File: src/rtl/tacky_mem_pkg.sv
`default_nettype none
// ============================================================================
//  Module      : tacky_mem_pkg
//  Description : Shared types and constants for the Tacky data-memory
//                scheduler: FSM state encoding, default bus widths and the
//                legal memory read-latency window.
//  Revision    : 1.0 - initial release
// ============================================================================
package tacky_mem_pkg;

    localparam int c_addr_w_def  = 16;
    localparam int c_data_w_def  = 16;
    localparam int c_mem_lat_min = 1;
    localparam int c_mem_lat_max = 3;
    localparam int c_lat_cnt_w   = 2;

    // Scheduler states; encoding is fixed so debug probes read consistently.
    typedef enum logic [2:0] {
        IDLE = 3'd0,
        ISS0 = 3'd1,
        WT0  = 3'd2,
        ISS1 = 3'd3,
        WT1  = 3'd4,
        FIN  = 3'd5
    } sched_state_t;

    // The wait counter is only wide enough for latencies inside this window.
    function automatic bit lat_is_legal(input int lat);
        return (lat >= c_mem_lat_min) && (lat <= c_mem_lat_max);
    endfunction

endpackage
`default_nettype wire

File: src/rtl/tacky_lat_counter.sv
`default_nettype none
// ============================================================================
//  Module      : tacky_lat_counter
//  Description : Loadable down-counter with a zero flag. Used to time
//                multi-cycle waits (memory reads, later multi-cycle ALU ops).
//                Load has priority over decrement; the count saturates at 0.
//  Revision    : 1.0 - initial release
// ============================================================================
module tacky_lat_counter #(
    parameter int WIDTH = 2
) (
    input  logic             clk,
    input  logic             reset,
    input  logic             load,
    input  logic [WIDTH-1:0] load_val,
    input  logic             dec,
    output logic             zero
);

    logic [WIDTH-1:0] r_count;

    // Count register: load wins, otherwise decrement until zero and hold.
    always_ff @(posedge clk or negedge reset) begin
        if (!reset) begin
            r_count <= '0;
        end else if (load) begin
            r_count <= load_val;
        end else if (dec && (r_count != '0)) begin
            r_count <= r_count - 1'b1;
        end
    end

    assign zero = (r_count == '0);

endmodule
`default_nettype wire

File: src/rtl/tacky_dmem_sched.sv
`default_nettype none
// ============================================================================
//  Module      : tacky_dmem_sched
//  Description : Serialises the memory operations of both bundle slots onto
//                the single-port data memory (slot 0 first, then slot 1).
//                Stalls the PC while traffic is outstanding and returns
//                registered load results per slot.
//  Revision    : 1.0 - initial release
// ============================================================================
module tacky_dmem_sched
    import tacky_mem_pkg::*;
#(
    parameter int ADDR_W  = c_addr_w_def,
    parameter int DATA_W  = c_data_w_def,
    parameter int MEM_LAT = 1
) (
    input  logic              clk,
    input  logic              reset,
    input  logic              start,
    input  logic              req0,
    input  logic              req1,
    input  logic              we0,
    input  logic              we1,
    input  logic [ADDR_W-1:0] addr0,
    input  logic [ADDR_W-1:0] addr1,
    input  logic [DATA_W-1:0] wdata0,
    input  logic [DATA_W-1:0] wdata1,
    output logic              stall,
    output logic              done,
    output logic [DATA_W-1:0] rdata0,
    output logic [DATA_W-1:0] rdata1,
    output logic              mem_en,
    output logic              mem_we,
    output logic [ADDR_W-1:0] mem_addr,
    output logic [DATA_W-1:0] mem_wdata,
    input  logic [DATA_W-1:0] mem_rdata
);

    // Refuse to build with a latency the 2-bit wait counter cannot time.
    generate
        if (!lat_is_legal(MEM_LAT)) begin : g_lat_range_err
            $error("tacky_dmem_sched: MEM_LAT must be within 1..3");
        end
    endgenerate

    // Wait counter is preloaded so it reads zero on the last wait cycle.
    localparam logic [c_lat_cnt_w-1:0] c_wait_init = c_lat_cnt_w'(MEM_LAT - 1);

    sched_state_t      r_state;
    logic              r_req1;
    logic              r_we0;
    logic              r_we1;
    logic [ADDR_W-1:0] r_addr0;
    logic [ADDR_W-1:0] r_addr1;
    logic [DATA_W-1:0] r_wdata0;
    logic [DATA_W-1:0] r_wdata1;
    logic [DATA_W-1:0] r_rdata0;
    logic [DATA_W-1:0] r_rdata1;

    logic              w_accept;
    logic              w_cnt_load;
    logic              w_cnt_dec;
    logic              w_cnt_zero;

    // A bundle is taken only when it actually carries memory traffic.
    assign w_accept   = (r_state == IDLE) && start && (req0 || req1);

    // Start the wait timer as a load leaves its issue cycle.
    assign w_cnt_load = ((r_state == ISS0) && !r_we0) ||
                        ((r_state == ISS1) && !r_we1);
    assign w_cnt_dec  = (r_state == WT0) || (r_state == WT1);

    tacky_lat_counter #(
        .WIDTH    (c_lat_cnt_w)
    ) u_lat_counter (
        .clk      (clk),
        .reset    (reset),
        .load     (w_cnt_load),
        .load_val (c_wait_init),
        .dec      (w_cnt_dec),
        .zero     (w_cnt_zero)
    );

    // Sequencer: latch the bundle on accept, then walk slot 0 and slot 1.
    always_ff @(posedge clk or negedge reset) begin
        if (!reset) begin
            r_state  <= IDLE;
            r_req1   <= 1'b0;
            r_we0    <= 1'b0;
            r_we1    <= 1'b0;
            r_addr0  <= '0;
            r_addr1  <= '0;
            r_wdata0 <= '0;
            r_wdata1 <= '0;
            r_rdata0 <= '0;
            r_rdata1 <= '0;
        end else begin
            case (r_state)
                IDLE: begin
                    if (w_accept) begin
                        r_req1   <= req1;
                        r_we0    <= we0;
                        r_we1    <= we1;
                        r_addr0  <= addr0;
                        r_addr1  <= addr1;
                        r_wdata0 <= wdata0;
                        r_wdata1 <= wdata1;
                        r_rdata0 <= '0;
                        r_rdata1 <= '0;
                        r_state  <= req0 ? ISS0 : ISS1;
                    end
                end
                ISS0: begin
                    if (r_we0) begin
                        r_state <= r_req1 ? ISS1 : FIN;
                    end else begin
                        r_state <= WT0;
                    end
                end
                WT0: begin
                    if (w_cnt_zero) begin
                        r_rdata0 <= mem_rdata;
                        r_state  <= r_req1 ? ISS1 : FIN;
                    end
                end
                ISS1: begin
                    r_state <= r_we1 ? FIN : WT1;
                end
                WT1: begin
                    if (w_cnt_zero) begin
                        r_rdata1 <= mem_rdata;
                        r_state  <= FIN;
                    end
                end
                FIN: begin
                    r_state <= IDLE;
                end
                default: begin
                    r_state <= IDLE;
                end
            endcase
        end
    end

    // Memory strobes come straight from the state register, so an
    // asynchronous reset removes them in the same instant.
    always_comb begin
        mem_en    = 1'b0;
        mem_we    = 1'b0;
        mem_addr  = '0;
        mem_wdata = '0;
        case (r_state)
            ISS0: begin
                mem_en    = 1'b1;
                mem_we    = r_we0;
                mem_addr  = r_addr0;
                mem_wdata = r_wdata0;
            end
            ISS1: begin
                mem_en    = 1'b1;
                mem_we    = r_we1;
                mem_addr  = r_addr1;
                mem_wdata = r_wdata1;
            end
            default: begin
                mem_en    = 1'b0;
            end
        endcase
    end

    // Stall covers the accept cycle too, so the PC never advances past a
    // bundle that still owes memory traffic.
    assign stall  = ((r_state != IDLE) && (r_state != FIN)) || w_accept;
    assign done   = (r_state == FIN);
    assign rdata0 = r_rdata0;
    assign rdata1 = r_rdata1;

endmodule
`default_nettype wire

File: config.mk
export PLATFORM = sky130hd
export DESIGN_NAME = tacky_dmem_sched
export DESIGN_NICKNAME = d
export VERILOG_FILES = /design/src/rtl/tacky_mem_pkg.sv /design/src/rtl/tacky_lat_counter.sv /design/src/rtl/tacky_dmem_sched.sv
export SDC_FILE = /design/constraint.sdc
export NUM_CORES = 1
export LEC_CHECK = 0
export CORE_MARGIN = 8
export CORE_UTILIZATION = 45
export CTS_BUF_LIST = sky130_fd_sc_hd__clkbuf_4
export DETAILED_ROUTE_END_ITERATION = 6
export PLACE_DENSITY = 0.79
export SYNTH_ARGS = -nofsm -noshare
export SYNTH_HDL_FRONTEND = slang
export SYNTH_HIERARCHICAL = 1
export SYNTH_SLANG_ARGS = --single-unit
File: constraint.sdc
create_clock -name clk -period 2.4 [get_ports clk]
set_clock_uncertainty 0.1 [all_clocks]
set_input_delay 0.48 -clock clk [delete_from_list [all_inputs] [get_ports clk]]
set_output_delay 0.48 -clock clk [all_outputs]
set_load 0.1 [all_outputs]
-- After elaboration in Yosys (flattened, before gate mapping)
Index checks and enable logic that the tools add are counted.
- output and inout port bits: 68
- bits of input ports: 87
- logic and storage cells: 63
- flip-flop bits (word level): 104
- equality and inequality tests: 9
- muxes and demuxes: 18
- reduce and logical (&&, ||, !) cells: 24
- add/sub/neg operators: 1
- operator list (kind ; number):
    one-hot mux 16 bit (2 select lines) ; 4
    two-way mux 16 bit ; 2
    two-way mux 3 bit ; 5
    one-hot mux 3 bit (5 select lines) ; 1
    AND reduction 3 bit ; 3
    nonzero test 2 bit ; 4
    equality test 3 x 2 -> 1 bit (second input constant) ; 2
    equality test 3 bit (second input constant) ; 2
    logical AND 1 bit ; 6
    two-way mux 2 bit ; 3
    logical OR 1 bit ; 4
    != test 2 x 1 -> 1 bit (second input constant) ; 2
    equality test 3 x 1 -> 1 bit (second input constant) ; 1
    zero test 3 bit ; 1
    != test 3 bit (second input constant) ; 1
    nonzero test 3 bit ; 1
    zero test 1 bit ; 2
    zero test 2 bit ; 1
    two-way mux 1 bit ; 2
    != test 2 bit (second input constant) ; 1
    one-hot mux 1 bit (2 select lines) ; 1
    AND reduction 2 bit ; 1
    OR reduction 2 bit ; 1
    subtractor 2 x 1 -> 2 bit (second input constant) ; 1

-- Logic depth before layout (Yosys ltp)
Gate-level depths: netlist of the first run.
- word-level depth: 5
- gate-level depth with buffers: 7
- depth with buffers taken out: 5

-- Hierarchy
Netlist of the first run, hierarchy kept.
- modules (own cells, without submodules) (module ; cells each ; times used ; sequential area each (sq um) ; area each (sq um)):
    tacky_dmem_sched ; 391 ; 1 ; 2552.4 ; 4546.9
    tacky_lat_counter ; 13 ; 1 ; 50.0 ; 131.4

-- Worst setup path before layout of the first run
Ideal clock, no wire load.
- kind: reg2out
- start: register r_state[1]
- end: output port done
- path buffers: 3
- stages on the path, launching flop included: 5
- arrival time: 3.144 ns
- path slack: -1.324 ns
- path through: dfrtp_1 buf_2 buf_2 buf_2 nor3b_1
- cells in the longest elaborated chain, start to end: 1
- RTL lines (element ; RTL line ; text):
    start: declaration ; tacky_dmem_sched.sv:49 ; sched_state_t r_state;
    start signal: assignment ; tacky_dmem_sched.sv:110 ; r_state <= req0 ? ISS0 : ISS1;
    start signal: assignment ; tacky_dmem_sched.sv:115 ; r_state <= r_req1 ? ISS1 : FIN;
    start signal: assignment ; tacky_dmem_sched.sv:123 ; r_state <= r_req1 ? ISS1 : FIN;
    equality test 3 bit ; tacky_dmem_sched.sv:174 ; assign done = (r_state == FIN);
    end: declaration ; tacky_dmem_sched.sv:29 ; output logic done,
Every way passes these cells.

-- Worst setup path after layout of the first run
- start: register r_state[2]
- end: output port mem_wdata[0]
- cells in the longest elaborated chain, start to end: 2
- elaborated cells on any way between the ends: 3
- classes of those cells: eq/ne (2); mux (1)
- RTL lines (element ; RTL line ; text):
    equality test 3 x 2 -> 1 bit / equality test 3 x 1 -> 1 bit (equally long branches) ; tacky_dmem_sched.sv:152 ; case (r_state)
    one-hot mux 16 bit (2 select lines) (*) ; tacky_dmem_sched.sv:152 ;
    end: declaration ; tacky_dmem_sched.sv:35 ; output logic [DATA_W-1:0] mem_wdata,
Mark *: on every way between the ends. The rest lies on a longest branch, timed or not.

==> results.json, run 1 <==
{
  "start_util_pct": 45.7,
  "htreeDepth": 3,
  "ys_top_cells_by_count": "104 x dfrtp_1, 69 x nand2_1, 60 x mux2_2",
  "worstSetupEndpointType": "output pin",
  "period_minus_slack_ps": 2330,
  "synthCells": 404,
  "core_mm2": 0.0102,
  "avgSynthCellArea_um2": 11.6,
  "first_pass_iters": 4,
  "dp.cells": 681,
  "ys_seq_area_share_pct": 55.6,
  "synthArstFlopShare_pct": 100,
  "vias": 3552,
  "yosys.area.top_type_share_pct": 55.6,
  "met2_usage_pct": 32.3,
  "ys_types": 34,
  "crit_path_cell_trace": "nand2b_2, buf_12, nor2_2, buf_12",
  "drt-wirelength-per-cell_um": 17.6,
  "nFillCells": 784,
  "clockBufferDepth": 2,
  "min_path_type": "primary input to async pin",
  "post-place-ws_ps": -129,
  "hold_viol": 0,
  "post-dp-hpwl_mm": 9.31,
  "overflow": 0,
  "cts_root_buf": "clkbuf_4",
  "setup_viol": 0,
  "drc": 0,
  "busiest_layer": "met2",
  "numPortBuffers": 154,
  "slew_viol_final": 0,
  "crit_type": "flip-flop to output pin",
  "vias_per_cell": 5.05,
  "syn2layout_area_growth_pct": 50.1,
  "post-synth-top-count-cell": "dfrtp_1",
  "clock-sinks": 104,
  "stdcell_count": 703,
  "synth-seq-cells": 104,
  "syn_area_mm2": 0.00468,
  "crit_slowest_cell": "dfrtp_2",
  "met1_usage_pct": 19.7,
  "grt_pass1_wl_mm": 20.6,
  "cp_common_cell": "buf_12",
  "min_period_over_period_pct": 97.2,
  "die_h_um": 118,
  "status": "finished, final reports clean",
  "postRouteAntennaNets": 0,
  "grt_max_degree": 57,
  "worst-path-buf-inv": 2,
  "dr.first_iter.drc_count": 223,
  "ios": 155,
  "gp_congestion": 0.814,
  "rows": 37,
  "fp.dieW_um": 118,
  "grt_pass1_vias": 3977,
  "antenna_found_initial": 2,
  "track_usage_pct": 18.1,
  "drv_cap": 0,
  "synth_ff_type": "dfrtp_1",
  "totalWireLength_mm": 12.4,
  "cp-start-kind": "flip-flop",
  "clkSlewWorstSetupHoldPaths_ps": 170,
  "worst_slew_pin_slew_ps": 749,
  "required_ps": 1820,
  "synth-edff-count": 0,
  "fin_ws_ps": 66.9,
  "use_met3_pct": 5.42,
  "clock_latency_ps": 430,
  "yosys.area.top_type": "dfrtp_1",
  "cp_max_fo": 33,
  "rsz0062_at_grt": "yes",
  "max_stage_delay_ps": 440,
  "slew_headroom_pct": 49.8,
  "final_nets": 648,
  "yosysWarnings": 6,
  "drive_gt1_share_pct": 36.6,
  "synthTopCellsByArea": "dfrtp_1 56%, mux2_2 14%, mux2i_1 6.8%",
  "fmax_ghz": 0.429,
  "cts_tree": "done",
  "worstPathArrival_ps": 1750,
  "cts_made_buffers": 9,
  "cp_top_family": "flip-flops",
  "die_area_mm2": 0.0139
}
==> through the flow <==
step	hold slack (ps)	area [um2]	TNS [ps]	util, %
final	406	7020	0	68.7
after global routing	416	7020	-32.4	68.7
after CTS	368	7010	0	68.5
after detailed placement	339	6850	-6440	66.9
after global placement	333	6850	-3050	66.9
after floorplan	84.4	4850	-3760	-
==> worst register-to-register path: stages, from the launching register on <==
cell     delay, ps
dfrtp_2        440
buf_4          170
or3b_1         410
nor3_4         210
buf_12         300
mux2_2         400
==> registers in the layout, indices dropped and copies added (netlist names), 2 cells and up <==
signal                 flops
rdata0                    16
r_wdata0                  16
r_wdata1                  16
rdata1                    16
r_addr1                   16
u_lat_counter/r_count      2
r_addr0                   16
r_state                    3
==> metal layers <==
metal	vias up	routed length, um
li1	1673	-
met1	1758	4820
met2	102	6610
met3	19	716
met4	0	252
met5	-	0
==> cell usage in the layout, fill, tap and decap left out, types with 3 or more instances in the layout <==
cell type        synthesis  routed
o21ai_0                 33      33
mux2i_1                 32      30
inv_1                    4       4
mux2_2                  60      60
nor2b_1                  3       3
clkinvlp_4               0       4
clkdlybuf4s50_1          0      85
nand2_1                 69      69
nor2_1                  36       4
dfrtp_1                104     101
clkbuf_4                 0       9
nor2_2                   0      16
mux2_1                   8       8
buf_12                   0      40
buf_4                    0      47
nor2_4                   0      16
==> path summary, 6_finish.rpt <==
| check | startpoint | slack [ps] | endpoint | cells past startpoint |
|---|---|---|---|---|
| max in group asynchronous | reset | 1150 | r_we0$_DFFE_PN0P_ | 3 |
| setup reg to reg | r_state[2]$_DFFE_PN0P_ | 270 | r_wdata1[2]$_DFFE_PN0P_ | 5 |
| setup / recovery | r_state[2]$_DFFE_PN0P_ | 70 | mem_wdata[0] | 4 |
| min in group clk | r_wdata0[0]$_DFFE_PN0P_ | 410 | r_wdata0[0]$_DFFE_PN0P_ | 1 |
| hold / removal | reset | 410 | r_addr1[6]$_DFFE_PN0P_ | 2 |
| hold reg to reg | r_wdata0[0]$_DFFE_PN0P_ | 410 | r_wdata0[0]$_DFFE_PN0P_ | 1 |
==> final cells by class <==
type                       count  area (um2)  share of cell area (%)
antenna                        2        5.00                  0.0713
inverter                       4        15.0                   0.214
tap                          136         170                    2.42
clock buffer                   9        67.6                   0.962
sequential                   104        2610                    37.1
multi-input combinational    268        2090                    29.7
timing repair buffer         173        2010                    28.7
clock inverter                 7        55.1                   0.784
==> cell families after synthesis <==
kind of cell             synth area share [%]
AO/OA/AOI/OAI                            4.60
XOR/XNOR                                0.187
adder cells (fa/ha/maj)                 0.267
buffers and inverters                    4.01
flip-flops                               55.6
multiplexers                             23.2
other                                  0.0802
AND/OR/NAND/NOR                          12.0
==> what timing repair did <==
action                     in CTS  in global routing
pin swaps                       0                  0
buffers inserted                3                  0
hold endpoints to repair       28                  0
hold buffers                    1                  0
gates resized for setup         3                  3
setup endpoints to repair      33                  5
Power of run 1 is not shown: default switching activity piles up to over one toggle a cycle in this logic, so the estimate is an artifact.
==> inputs of run 2 (changes only) <==
--- a/config.mk
+++ b/config.mk
@@ -7,7 +7,7 @@
 export LEC_CHECK = 0
 export CORE_MARGIN = 8
 export CORE_UTILIZATION = 45
-export CTS_BUF_LIST = sky130_fd_sc_hd__clkbuf_4
+export CTS_BUF_LIST = sky130_fd_sc_hd__clkbuf_8
 export DETAILED_ROUTE_END_ITERATION = 6
 export PLACE_DENSITY = 0.79
 export SYNTH_ARGS = -nofsm -noshare
==> results.json, run 2 (synthesis results as in run 1) <==
{
  "status": "finished, final reports clean",
  "max_stage_delay_ps": 470,
  "period_minus_slack_ps": 2280,
  "vias_per_cell": 5.08,
  "met1_usage_pct": 19.7,
  "cts_root_buf": "clkbuf_8",
  "clkSlewWorstSetupHoldPaths_ps": 100,
  "crit_slowest_cell": "dfrtp_2",
  "final_common_cell": "dfrtp_1",
  "totalWireLength_mm": 12.5,
  "core_mm2": 0.0102,
  "multi_input_comb_area_mm2": 0.00208,
  "grt_pass1_vias": 3979,
  "min_period_over_period_pct": 95.2,
  "worstPathArrival_ps": 1700,
  "dr.first_iter.drc_count": 179,
  "ios": 155,
  "setup_viol": 0,
  "grt_max_degree": 57,
  "overflow": 0,
  "worst-path-buf-inv": 2,
  "rows": 37,
  "vias": 3598,
  "fmax_ghz": 0.438,
  "clockBufferDepth": 2,
  "first_pass_iters": 5,
  "design_area_mm2": 0.00712,
  "hold_viol": 0,
  "clock_latency_ps": 360,
  "cp-start-kind": "flip-flop",
  "final_nets": 654,
  "cp_common_cell": "buf_12",
  "required_ps": 1820,
  "cp_top_family": "flip-flops",
  "ff_latch_area_mm2": 0.00261,
  "worst_slew_pin_slew_ps": 720,
  "drc": 0,
  "grt_pass1_wl_mm": 20.6,
  "nFillCells": 761,
  "track_usage_pct": 18.2,
  "gp_congestion": 0.814,
  "slew_viol_final": 0,
  "met2_usage_pct": 32.2,
  "crit_type": "flip-flop to output pin",
  "cts_tree": "done",
  "die_area_mm2": 0.0139,
  "busiest_layer": "met2",
  "fp.dieW_um": 118,
  "worstSetupEndpointType": "output pin",
  "placed_area_mm2": 0.00685,
  "min_path_type": "flip-flop to flip-flop",
  "drt-wirelength-per-cell_um": 17.6,
  "cp_max_fo": 33,
  "postRouteAntennaNets": 0,
  "drv_cap": 0,
  "die_h_um": 118,
  "hold_slack_ps": 398,
  "antenna_found_initial": 1,
  "htreeDepth": 3,
  "use_met3_pct": 4.65,
  "syn2layout_area_growth_pct": 52.3,
  "final_cell_mix": "101 x dfrtp_1, 85 x clkdlybuf4s50_1, 69 x nand2_1",
  "post-dp-hpwl_mm": 9.31,
  "crit_path_cell_trace": "nand2b_2, buf_12, nor2_2, buf_12",
  "drive_gt1_share_pct": 37.0,
  "numPortBuffers": 154,
  "start_util_pct": 45.7,
  "setup_tns_ps": 0,
  "post-place-ws_ps": -129,
  "fin_ws_ps": 116,
  "clock-sinks": 104,
  "rsz0062_at_grt": "no",
  "slew_headroom_pct": 51.7,
  "cts_made_buffers": 9
}
-- run 2: layout make-up --
cell class / instances / share of cell area (%)
inverter: 4 / 0.211
clock buffer: 9 / 1.74
tap: 136 / 2.39
sequential: 104 / 36.6
multi-input combinational: 268 / 29.1
antenna: 1 / 0.0351
clock inverter: 7 / 0.773
timing repair buffer: 179 / 29.1
-- run 2: per-stage QoR --
step           std cells  utilization [%]
2_1_floorplan        405                -
3_3_place_gp         681             66.9
3_5_place_dp         681             66.9
4_1_cts              698             68.8
5_1_grt              708             69.6
6_report             708             69.6
-- run 2: worst register-to-register path, cell delays in order (launching register included) --
cell and delay [ps]:
dfrtp_2 470, buf_4 150, or3b_1 400, nor3_4 210, buf_12 290, mux2_2 410
-- run 2: what timing repair did --
item / in CTS / in global routing
resized for setup: 2 / 1
setup buffers: 0 / 9
hold endpoints to repair: 28 / 0
hold buffers: 1 / 0
endpoints found under the setup margin: 9 / 11
-- run 2: path summary, 6_finish.rpt --
path                                              start                       to  slack, ps  depth (start not counted)
min in group asynchronous                         reset   r_addr1[6]$_DFFE_PN0P_        510                          2
worst min register to register  r_wdata0[0]$_DFFE_PN0P_  r_wdata0[0]$_DFFE_PN0P_        400                          1
max in group asynchronous                         reset  r_addr1[14]$_DFFE_PN0P_       1050                          3
worst min-delay path            r_wdata0[0]$_DFFE_PN0P_  r_wdata0[0]$_DFFE_PN0P_        400                          1
worst max register to register   r_state[2]$_DFFE_PN0P_  r_wdata1[6]$_DFFE_PN0P_        270                          5
worst max-delay path             r_state[2]$_DFFE_PN0P_             mem_wdata[1]        120                          4
-- run 2: routing by layer --
layer | wire (um) | vias up
met5 | 0 | -
met4 | 454 | 0
met3 | 652 | 29
met2 | 6540 | 103
met1 | 4820 | 1782
li1 | - | 1684
Power of run 2 is left out for the same reason.
